==> src/rtl/vector_load_store_unit.sv <==
// vector_load_store_unit: MEM-stage load/store unit. Serialises scalar and
// VEC_LEN-lane vector accesses into single-word req/ack memory transfers,
// with per-lane masking and a gathered wide load result.
// Optional feature macro: LSU_STRIDE_EN (programmable signed element stride).
module vector_load_store_unit #(
    parameter int WORD_W  = 32,
    parameter int VEC_LEN = 4,
    parameter int ADDR_W  = 32
) (
    input  logic                      clk,
    input  logic                      reset,
    input  logic                      op_valid,
    output logic                      op_ready,
    input  logic                      op_vector,
    input  logic                      op_write,
    input  logic [VEC_LEN-1:0]        op_mask,
    input  logic [ADDR_W-1:0]         base_addr,
    input  logic [ADDR_W-1:0]         stride,
    input  logic [VEC_LEN*WORD_W-1:0] op_wdata,
    output logic                      stall,
    output logic                      done,
    output logic [VEC_LEN*WORD_W-1:0] rd_data,
    output logic                      mem_req,
    output logic                      mem_we,
    output logic [ADDR_W-1:0]         mem_addr,
    output logic [WORD_W-1:0]         mem_wdata,
    input  logic [WORD_W-1:0]         mem_rdata,
    input  logic                      mem_ack
);
    localparam int IDX_W      = (VEC_LEN > 1) ? $clog2(VEC_LEN) : 1;
    localparam int BYTE_SHIFT = $clog2(WORD_W / 8);

    typedef enum logic [1:0] {
        S_IDLE,
        S_BUSY,
        S_DONE
    } state_t;

    state_t                      state, state_next;
    logic [ADDR_W-1:0]           base_q;
    logic                        write_q;
    logic                        vector_q;
    logic [VEC_LEN-1:0]          mask_q;
    logic [VEC_LEN*WORD_W-1:0]   wdata_q;
    logic [VEC_LEN*WORD_W-1:0]   gather_q, gather_next;
    logic [IDX_W-1:0]            idx, last_idx;
    logic                        lane_en;
    logic                        advance;
    logic [ADDR_W-1:0]           lane_off;

`ifdef LSU_STRIDE_EN
    logic [ADDR_W-1:0]           stride_q;
    logic [ADDR_W-1:0]           stride_bytes;

    // Element stride scaled to bytes; the shift keeps the sign modulo 2^ADDR_W.
    assign stride_bytes = stride_q << BYTE_SHIFT;
    assign lane_off     = ADDR_W'(idx) * stride_bytes;
`else
    logic                        unused_stride;

    // Contiguous lanes: the stride input is deliberately ignored in this build.
    assign unused_stride = ^stride;
    assign lane_off      = ADDR_W'(idx) << BYTE_SHIFT;
`endif

    assign last_idx = vector_q ? IDX_W'(VEC_LEN - 1) : '0;
    assign lane_en  = mask_q[idx];

    // Handshake and memory outputs decode registered state only (no op_* -> mem_* path).
    assign op_ready  = (state == S_IDLE);
    assign stall     = (op_valid && state == S_IDLE) || (state == S_BUSY);
    assign done      = (state == S_DONE);
    assign mem_req   = (state == S_BUSY) && lane_en;
    assign mem_we    = mem_req && write_q;
    assign mem_addr  = base_q + lane_off;
    assign mem_wdata = wdata_q[idx*WORD_W +: WORD_W];

    // Next-state decode, lane advance and load-data gathering.
    always_comb begin
        // NOTE: every variable gets a default before the case so no path infers a latch.
        state_next  = state;
        gather_next = gather_q;
        advance     = 1'b0;
        case (state)
            S_IDLE: begin
                if (op_valid) state_next = S_BUSY;
            end
            S_BUSY: begin
                advance = !lane_en || mem_ack;
                if (advance && lane_en && !write_q)
                    gather_next[idx*WORD_W +: WORD_W] = mem_rdata;
                if (advance && idx == last_idx)
                    state_next = S_DONE;
            end
            S_DONE: begin
                state_next = S_IDLE;
            end
            default: begin
                state_next = S_IDLE;
            end
        endcase
    end

    // State register, operation latches, lane index and result register.
    always_ff @(posedge clk) begin
        // NOTE: non-blocking assignments so every register samples pre-edge values.
        if (reset) begin
            // NOTE: datapath registers are reset as well so mem_addr/mem_wdata read 0 out of reset.
            state    <= S_IDLE;
            idx      <= '0;
            base_q   <= '0;
            write_q  <= 1'b0;
            vector_q <= 1'b0;
            mask_q   <= '0;
            wdata_q  <= '0;
            gather_q <= '0;
            rd_data  <= '0;
`ifdef LSU_STRIDE_EN
            stride_q <= '0;
`endif
        end else begin
            state <= state_next;
            case (state)
                S_IDLE: begin
                    if (op_valid) begin
                        base_q   <= base_addr;
                        write_q  <= op_write;
                        vector_q <= op_vector;
                        mask_q   <= op_vector ? op_mask : VEC_LEN'(1);
                        wdata_q  <= op_wdata;
                        idx      <= '0;
                        gather_q <= '0;
`ifdef LSU_STRIDE_EN
                        stride_q <= stride;
`endif
                    end
                end
                S_BUSY: begin
                    gather_q <= gather_next;
                    if (advance && idx != last_idx)
                        idx <= idx + 1'b1;
                    // Result is captured on the way into DONE and held afterwards.
                    if (state_next == S_DONE)
                        rd_data <= write_q ? '0 : gather_next;
                end
                default: ;
            endcase
        end
    end

endmodule

==> config.mk <==
export PLATFORM = sky130hd
export DESIGN_NAME = vector_load_store_unit
export DESIGN_NICKNAME = d
export VERILOG_FILES = /design/src/rtl/vector_load_store_unit.sv
export SDC_FILE = /design/constraint.sdc
export NUM_CORES = 1
export LEC_CHECK = 0
export ABC_AREA = 1
export CORE_MARGIN = 5
export CORE_UTILIZATION = 47
export CTS_CLUSTER_SIZE = 25
export DETAILED_ROUTE_END_ITERATION = 12
export GPL_ROUTABILITY_DRIVEN = 0
export HOLD_SLACK_MARGIN = 0.06
export PLACE_DENSITY_LB_ADDON = 0.15
export SLEW_MARGIN = 10
export SYNTH_ARGS = -nofsm -noshare
export SYNTH_HDL_FRONTEND = slang
export SYNTH_SLANG_ARGS = --single-unit
==> constraint.sdc <==
create_clock -name clk -period 2.6 [get_ports clk]
set_input_delay 0.65 -clock clk [delete_from_list [all_inputs] [get_ports clk]]
set_output_delay 0.65 -clock clk [all_outputs]
set_load 0.02 [all_outputs]
==> flow_summary.yaml <==
finish:
  multi_input_comb_area_um2: 11500
  areaGrowthSynthToFinish_pct: 37.1
  n_fill_cell: 4229
  drive_gt1_share_pct: 11.1
  nNetsFinal: 4155
  fin_util_pct: 65.2
  seq_area_um2: 8540
  final_common_cell: "nand2_1"
  layout_common_cells: "nand2_1, nor2_1, dfxtp_1"
  design_area_um2: 29600
sta:
  tns_ns: -6.22
  tightest_slew_ns: 0.992
  slew_headroom_pct: 33.9
  hold_violations: 0
  maxSlewViolCount: 0
  finalSetupViolations: 40
  period_minus_slack_ns: 2.94
  fin_skew_ns: 0.0251
  setup_ws_ns: -0.343
  rsz0062_at_grt: "yes"
  finalCritPeriodShare_pct: 113
  max_freq_ghz: 0.340
logic_synthesis:
  avgSynthCellArea_um2: 6.08
  ys_seq_area_share_pct: 39.5
  yosys.cell_types.count: 25
  synth_nets: 3791
  ys_seq_elements: 426
  yosysWarningCount: 0
  syn_area_um2: 21600
  synth_top_cells_by_area: "dfxtp_1, nand2_1, nor2_1"
  synth_top_area_share_pct: 39.5
  yosysTopAreaCell: "dfxtp_1"
  syn_inst: 3549
setup_path:
  rr_endpoint: "rd_data[75]"
  worstReg2RegStart: "idx[0]"
  ff2ff_path_depth: 19
  critPathMaxFanout: 3
  slowest_stage: "dfxtp_4"
  critPathKind: "flop to output pin"
  arrival_ns: 2.29
  critPathLaunchType: "flop"
  critPathBufInv: 2
  r2r_setup_slack_ns: -0.02
  cp_slowest_stage_delay_ns: 0.36
  endpoint_kind: "output pin"
  path_cells: "ha_4, fa_2, nand3_2, nor2_4, buf_6, nand2_4, nor2_4, nand4_1, xnor2_1, buf_4"
  cp_common_cell: "nor2_4"
  crit_required_ns: 1.95
  crit_family: "simple AND/OR/NAND/NOR gates"
cts:
  cts.path.max_buffers: 3
  cts_tree: "done"
  htree_levels: 2
  cts_root_buf: "clkbuf_16"
  cts_sinks: 426
  hold_buffers: 0
  cts_buffers: 47
  clk_pin_slew_ns: 0.06
  clk_latency_ns: 0.60
outcome:
  status: "finished, violations left"
  violations: "setup timing"
placement:
  port_buffers: 398
  dp_hpwl_um: 48800
  place_area_um2: 26500
  dp_slack_ns: -0.307
die:
  start_util_pct: 47.6
  row_count: 78
  core_um2: 45400
  die_w_um: 224
  die_area_um2: 50300
  die_y_um: 224
  pin_count: 431
routing:
  first_pass_iters: 6
  wire_per_inst_um: 16.5
  vias_per_cell: 5.10
  drc: 0
  num_vias: 23200
  final_antenna_net_count: 0
  wirelength_um: 75300
  drtIter0Drc: 2063
pwr:
  peakVddDrop_mv: 0.440
  leakage_nw: 13.1
  p_per_area_nw_per_um2: 601
global_routing:
  grt_pass1_wl_um: 114000
  antenna_found_initial: 5
  grt_max_degree: 188
  gr-usage-all-layers_pct: 27.8
  grt_overflow: 0
  grt_pass1_vias: 21000
job:
  cap_violations: 0
worst_hold_path:
  min_from: "gather_q[65]"
  worstHoldEndpoint: "gather_q[65]"
  holdPathStages: 2
  hold_path.class: "flop to flop"
-- area by class of cell --
class / count / area share (%)
clock inverter: 16 / 0.668
inverter: 310 / 4.00
tap: 600 / 2.54
timing repair buffer: 555 / 20.3
multi-input combinational: 2573 / 39.0
antenna: 5 / 0.0423
sequential: 426 / 28.8
clock buffer: 68 / 4.65
-- Yosys cell counts --
| master | count |
|---|---|
| nand2b_1 | 1 |
| o22ai_1 | 32 |
| nand4_1 | 9 |
| nor3_1 | 8 |
| a21oi_1 | 144 |
| xnor2_1 | 8 |
| nand3b_1 | 1 |
| nor2_2 | 2 |
| buf_4 | 7 |
| fa_1 | 1 |
| nor2_1 | 802 |
| clkinv_1 | 1 |
| buf_2 | 87 |
| ha_1 | 7 |
| inv_1 | 306 |
| clkbuf_1 | 121 |
| nand3_1 | 264 |
| inv_2 | 3 |
| nor2_4 | 1 |
| nand2_1 | 1001 |
| o21ai_0 | 271 |
| buf_1 | 25 |
| o221a_2 | 1 |
| xor2_1 | 20 |
| dfxtp_1 | 426 |
-- how the worst max path moves through the flow --
stage,startpoint,to,slack (ns),cells past startpoint
after floorplan,idx[0],mem_addr[24],0.04,9
after global placement,idx[0],rd_data[109],-0.28,15
after detailed placement,idx[0],rd_data[109],-0.31,15
after CTS,idx[0],mem_addr[30],-0.38,10
after global routing,idx[0],mem_addr[26],-0.43,10
final,idx[0],mem_addr[26],-0.34,10
-- flip-flops by register name, indices dropped and copies added, names as in the netlist --
name,cells
rd_data,128
wdata_q,128
base_q,32
write_q,1
vector_q,1
mask_q,4
state,2
idx,2
gather_q,128
-- metrics by stage --
step	hold slack [ns]	total power [mW]	instances
floorplan	0.444	9.35	3549
global placement	0.452	10.8	4418
detailed placement	0.455	10.9	4418
CTS	0.464	17.8	4532
global route	0.477	18.6	4553
finish	0.465	17.8	4553
-- power breakdown --
| part | switching [mW] | leakage, nW | internal (mW) | total (mW) |
|---|---|---|---|---|
| combinational | 2.31 | 8.88 | 1.46 | 3.76 |
| sequential | 0.256 | 3.48 | 6.93 | 7.18 |
| clock | 2.79 | 0.779 | 4.07 | 6.85 |
-- cell families after synthesis --
logic type	after synthesis	share of synthesized area [%]
simple gates	2089	38.1
buf+inv	550	10.2
xor+xnor	28	1.14
flops	426	39.5
compound gates	448	10.6
fa+ha+maj	8	0.498
-- worst register-to-register path, cell delays in order (launching register included) --
cell	delay, ns
dfxtp_4	0.36
buf_4	0.13
buf_12	0.13
inv_12	0.05
buf_8	0.13
buf_8	0.12
buf_12	0.13
buf_12	0.15
ha_4	0.19
buf_4	0.14
nor2_4	0.22
clkbuf_16	0.21
nand3_1	0.08
nand2_1	0.09
nand2_1	0.05
nand2_1	0.07
nand2_1	0.08
nor2_1	0.10
nor2_1	0.06
nor2_1	0.09
-- timing repair --
action	in CTS	in global routing
resized for setup	429	140
endpoints found under the setup margin	302	232
cloned	9	13
pin swaps	40	59
setup buffers	21	6
-- metal layers --
| layer | up-vias | wire length (um) | track usage [%] | share of wire (%) |
|---|---|---|---|---|
| li1 | 11800 | - | - | - |
| met5 | - | 0 | 0 | 0 |
| met1 | 10400 | 30500 | 35.7 | 40 |
| met2 | 850 | 35200 | 45.9 | 47 |
| met3 | 162 | 6810 | 6.96 | 9.0 |
| met4 | 0 | 2830 | 9.25 | 3.8 |
No activity file was read; power rests on OpenSTA's default activity.
